<file path="config.mk">
export PLATFORM = sky130hd
export DESIGN_NAME = onehot_index_streamer
export DESIGN_NICKNAME = d
export VERILOG_FILES = /design/src/rtl/onehot_idx_pkg.sv /design/src/rtl/lsb_prio_enc.sv /design/src/rtl/onehot_index_streamer.sv
export SDC_FILE = /design/constraint.sdc
export NUM_CORES = 1
export LEC_CHECK = 0
export BUFFER_PORTS_ARGS = -buffer_cell sky130_fd_sc_hd__buf_2
export CAP_MARGIN = 20
export CELL_PAD_IN_SITES_DETAIL_PLACEMENT = 1
export CELL_PAD_IN_SITES_GLOBAL_PLACEMENT = 1
export CORE_ASPECT_RATIO = 1.75
export CORE_MARGIN = 5
export CORE_UTILIZATION = 43
export DETAILED_ROUTE_END_ITERATION = 10
export MAX_ROUTING_LAYER = met4
export PLACE_DENSITY_LB_ADDON = 0.1
export REMOVE_ABC_BUFFERS = 1
export SKIP_CTS_REPAIR_TIMING = 1
export SYNTH_ARGS = -nofsm -noshare
export SYNTH_HDL_FRONTEND = slang
export SYNTH_SLANG_ARGS = --single-unit
</file>
<file path="constraint.sdc">
create_clock -name clk -period 6.9 [get_ports clk]
set_clock_uncertainty 0.15 [all_clocks]
set_input_delay 1.38 -clock clk [delete_from_list [all_inputs] [get_ports clk]]
set_output_delay 1.38 -clock clk [all_outputs]
set_load 0.005 [all_outputs]
</file>
<file path="src/rtl/onehot_idx_pkg.sv">
// Shared types and helpers for the one-hot index streamer.
// Latency: none (types and pure functions only).
// Backpressure: not applicable.
package onehot_idx_pkg;

    typedef enum logic {
        IDLE = 1'b0,
        EMIT = 1'b1
    } state_t;

    // Widest vector lsb_clear handles; callers zero-extend and truncate around it.
    localparam int LSB_MAXW = 256;

    function automatic logic [LSB_MAXW-1:0] lsb_clear(input logic [LSB_MAXW-1:0] v);
        return v & (v - LSB_MAXW'(1));
    endfunction

endpackage

</file>
<file path="src/rtl/lsb_prio_enc.sv">
// Lowest-set-bit priority encoder with an any-bit-set flag.
// Latency: combinational.
// Backpressure: not applicable.
module lsb_prio_enc #(
    parameter  int WIDTH = 16,
    localparam int IDX_W = $clog2(WIDTH)
) (
    input  logic [WIDTH-1:0] vec,
    output logic [IDX_W-1:0] idx,
    output logic             any
);

    // Scanning downwards lets the lowest set bit win.
    always_comb begin
        idx = '0;
        for (int i = WIDTH - 1; i >= 0; i--) begin
            if (vec[i]) begin
                idx = IDX_W'(i);
            end
        end
    end

    assign any = |vec;

endmodule

</file>
<file path="src/rtl/onehot_index_streamer.sv">
// Streams the index of every set bit of a request vector, LSB first, last beat flagged (out_total with ONEHOT_IDX_POPCNT_EN).
// Latency: first index one cycle after acceptance; one index per cycle, no bubble between vectors.
// Backpressure: out_ready low holds the beat; in_ready only rises on IDLE or a transferring last beat.
module onehot_index_streamer
    import onehot_idx_pkg::*;
#(
    parameter  int WIDTH = 16,
    localparam int IDX_W = $clog2(WIDTH)
) (
    input  logic             clk,
    input  logic             rst,
    input  logic             in_valid,
    output logic             in_ready,
    input  logic [WIDTH-1:0] in_vec,
    output logic             out_valid,
    input  logic             out_ready,
    output logic [IDX_W-1:0] out_idx,
    output logic             out_last,
    output logic             out_none
`ifdef ONEHOT_IDX_POPCNT_EN
    ,
    output logic [IDX_W:0]   out_total
`endif
);

    state_t           state;
    logic [WIDTH-1:0] pend;
    logic [WIDTH-1:0] pend_clr;
    logic             none_q;
    logic             pend_any;
    logic             xfer;
    logic             accept;

    lsb_prio_enc #(.WIDTH(WIDTH)) u_enc (
        .vec (pend),
        .idx (out_idx),
        .any (pend_any)
    );

    assign pend_clr  = WIDTH'(lsb_clear(LSB_MAXW'(pend)));
    // An empty pend only occurs for the all-zero vector, which is a single last beat.
    assign out_last  = !pend_any || (pend_clr == '0);
    assign out_valid = (state == EMIT);
    assign out_none  = none_q;
    assign xfer      = out_valid && out_ready;
    assign in_ready  = (state == IDLE) || (xfer && out_last);
    assign accept    = in_valid && in_ready;

`ifdef ONEHOT_IDX_POPCNT_EN
    function automatic logic [IDX_W:0] popcnt(input logic [WIDTH-1:0] v);
        logic [IDX_W:0] c;
        c = '0;
        for (int i = 0; i < WIDTH; i++) begin
            c = c + (IDX_W+1)'(v[i]);
        end
        return c;
    endfunction
`endif

    always_ff @(posedge clk or posedge rst) begin
        if (rst) begin
            state  <= IDLE;
            pend   <= '0;
            none_q <= 1'b0;
`ifdef ONEHOT_IDX_POPCNT_EN
            out_total <= '0;
`endif
        end else if (accept) begin
            state  <= EMIT;
            pend   <= in_vec;
            none_q <= (in_vec == '0);
`ifdef ONEHOT_IDX_POPCNT_EN
            out_total <= popcnt(in_vec);
`endif
        end else if (xfer) begin
            pend <= pend_clr;
            if (out_last) begin
                state  <= IDLE;
                none_q <= 1'b0;
            end
        end
    end

endmodule
</file>
==> flow_summary.json <==
{
  "ys.warnings.count": 0,
  "numClockSinks": 18,
  "syn_to_final_growth_pct": 12.10,
  "insertedDiodeCount": 0,
  "grt_pass1_vias": 1326,
  "grt_max_degree": 28,
  "period_share_pct": 59.68,
  "rsz0062_at_grt": "false",
  "hold_viol": 0,
  "htreeDepth": 1,
  "fmax_ghz": 0.2429,
  "core_mm2": 0.002928,
  "vias": 1241,
  "cts_root_buf": "clkbuf_8",
  "finalPower_mw": 0.8007,
  "place_area_mm2": 0.001418,
  "synth_edf_count": 0,
  "ys_ff_latch": 18,
  "drive_above_1_share_pct": 31.79,
  "postSynthAreaPerCell_um2": 8.700,
  "status": "finished, final reports clean",
  "design_area_mm2": 0.001473,
  "slew_viol_final": 0,
  "endpoint_kind": "primary output",
  "crit_arrival_ps": 2590,
  "wl_um": 3757,
  "yosysSeqAreaShare_pct": 34.29,
  "p_clk_share_pct": 11.1,
  "switching_share_pct": 49.25,
  "slew_headroom_pct": 50.40,
  "worstSkewPairLatency_ps": 260,
  "p_comb_share_pct": 60.8,
  "seqPwrFrac_pct": 28.0,
  "drt_iter0_drc": 12,
  "max-vdd-ir-drop_v": 0.0002379,
  "worstSetupPathType": "reg2out",
  "ios": 28,
  "layout_min_cycle_time_ps": 4118,
  "setup_tns_ps": 0,
  "internal_power_mw": 0.4063,
  "final-setup-viol-count": 0,
  "cp.required_ps": 5370,
  "grt_usage_pct": 19.16,
  "layout.nets": 194,
  "grt_first_pass_wirelength_um": 6175,
  "p_per_area_mw_per_mm2": 543.7,
  "grt-ovfl-total": 0,
  "detail-route-antenna-nets": 0,
  "rows": 26,
  "maxCapViolations": 0,
  "die_y_um": 83.12,
  "async_reset_ff_share_pct": 100.0,
  "start_util_pct": 44.87,
  "postSynthCellCount": 151,
  "synthFlopType": "dfrtp_1",
  "cts_tree": "done",
  "numCtsBuffers": 3,
  "synth.distinct_cells": 42,
  "first_pass_iters": 4,
  "clockBufferDepth": 2,
  "tightest_slew_ps": 743.2,
  "drt-vias-per-instance": 6.174,
  "gp_congestion": 0.8422,
  "p_leak_nw": 0.6407,
  "wl_per_cell_um": 18.69,
  "cp-start-kind": "register",
  "portBuffers": 27,
  "place_hpwl_um": 2884,
  "clk_pin_slew_ps": 80,
  "hp-class": "reg2reg",
  "switchingPower_mw": 0.3944,
  "die-area_mm2": 0.004304,
  "netlist_area_mm2": 0.001314,
  "drc_errors": 0,
  "antenna_found_initial": 0,
  "critical_path.max_fanout": 9,
  "die_w_um": 51.79
}
==> kinds of logic (layout without fill, tap and decap cells) <==
logic type	after synthesis	after routing	share of synthesized area, %
AO/OA/AOI/OAI	48	48	29.52
adder cells (fa/ha/maj)	1	1	0.7619
buffers and inverters	15	37	6.762
multiplexers	1	1	0.7619
AND/OR/NAND/NOR	68	68	27.90
flip-flops	18	18	34.29
==> state kept, by name, summed over array words and instances, names as in the netlist <==
signal     count
out_none       1
out_valid      1
pend          16
==> synthesized netlist by cell type, types with 2 or more instances <==
cell / count / area, um^2
nand2_2: 4 / 25.02
nor2_1: 6 / 22.52
nand2b_1: 2 / 12.51
or3_1: 5 / 31.28
buf_6: 2 / 22.52
o21bai_1: 2 / 15.01
o21ai_2: 12 / 105.1
or4_1: 3 / 22.52
dfrtp_1: 18 / 450.4
o31ai_1: 3 / 22.52
clkbuf_1: 5 / 18.77
a21oi_1: 5 / 25.02
nand3_1: 4 / 20.02
o21ai_0: 7 / 35.03
a211oi_1: 2 / 15.01
nor4_1: 7 / 43.79
nor2b_1: 2 / 12.51
inv_1: 6 / 22.52
o311ai_0: 2 / 17.52
nor3_1: 8 / 40.04
o211ai_1: 3 / 22.52
nand2_1: 21 / 78.83
nand4_1: 2 / 12.51
o32ai_2: 2 / 32.53
==> worst max-delay path, cell delays in order, from the launching register on <==
cell,delay [ps]
dfrtp_1,470
or4_1,700
o32ai_2,310
o2111ai_1,230
nor3_4,330
nand2_1,90
nand2_1,90
buf_2,110
==> cells in the final DEF, fill, tap and decap left out, drive strengths merged, types with 2 or more instances in the layout <==
cell type / n
a211oi: 2
a21oi: 5
buf: 27
clkbuf: 4
dfrtp: 18
inv: 6
nand2: 25
nand2b: 2
nand3: 4
nand4: 2
nor2: 6
nor2b: 2
nor3: 10
nor4: 7
o211ai: 3
o21ai: 20
o21bai: 2
o311ai: 2
o31ai: 3
o32ai: 2
o41ai: 2
or3: 5
or4: 4
==> layout make-up <==
| class | count | area (um^2) |
|---|---|---|
| repair buffers | 27 | 135.1 |
| inverters | 6 | 22.52 |
| multi-input cells | 118 | 774.5 |
| clock buffers | 4 | 55.05 |
| fillers | 370 | 1455 |
| flip-flops and latches | 18 | 450.4 |
| well taps | 28 | 35.03 |
==> through the flow <==
step | hold slack, ps | worst slack [ps] | std cells | util, %
CTS | 380.9 | 2772 | 201 | 50.30
detailed placement | 364.0 | 3135 | 197 | 48.42
global route | 402.9 | 2577 | 201 | 50.30
finish | 372.0 | 2782 | 201 | 50.30
floorplan | 348.4 | 3410 | 142 | -
global placement | 341.1 | 3236 | 197 | 48.42
==> per-layer routing <==
layer | track usage, % | vias up | share of wire [%] | wire, um
met4 | 6.921 | 0 | 2.1 | 80
met5 | - | - | 0 | 0
met3 | 2.330 | 8 | 2.9 | 110
li1 | - | 615 | - | -
met2 | 33.53 | 27 | 53 | 2004
met1 | 21.57 | 591 | 42 | 1561
==> path summary, 6_finish.rpt <==
kind	slack, ps	end	cells after the start	start
min reg2reg	370	out_none	2	out_none
min	370	out_none	2	out_none
max	2780	in_ready	7	pend[4]
max reg2reg	3910	pend[6]	7	pend[4]
max in group asynchronous	5040	pend[1]	2	rst
min in group asynchronous	1080	out_none	2	rst
==> power by group through the flow <==
stage	sequential [mW]	combinational [mW]	clock, mW
CTS	0.222	0.497	0.0904
global route	0.234	0.543	0.0954
detailed placement	0.224	0.492	0
global placement	0.219	0.473	0
floorplan	0.201	0.358	0
finish	0.225	0.487	0.0889
No activity file was read; power rests on OpenSTA's default activity.
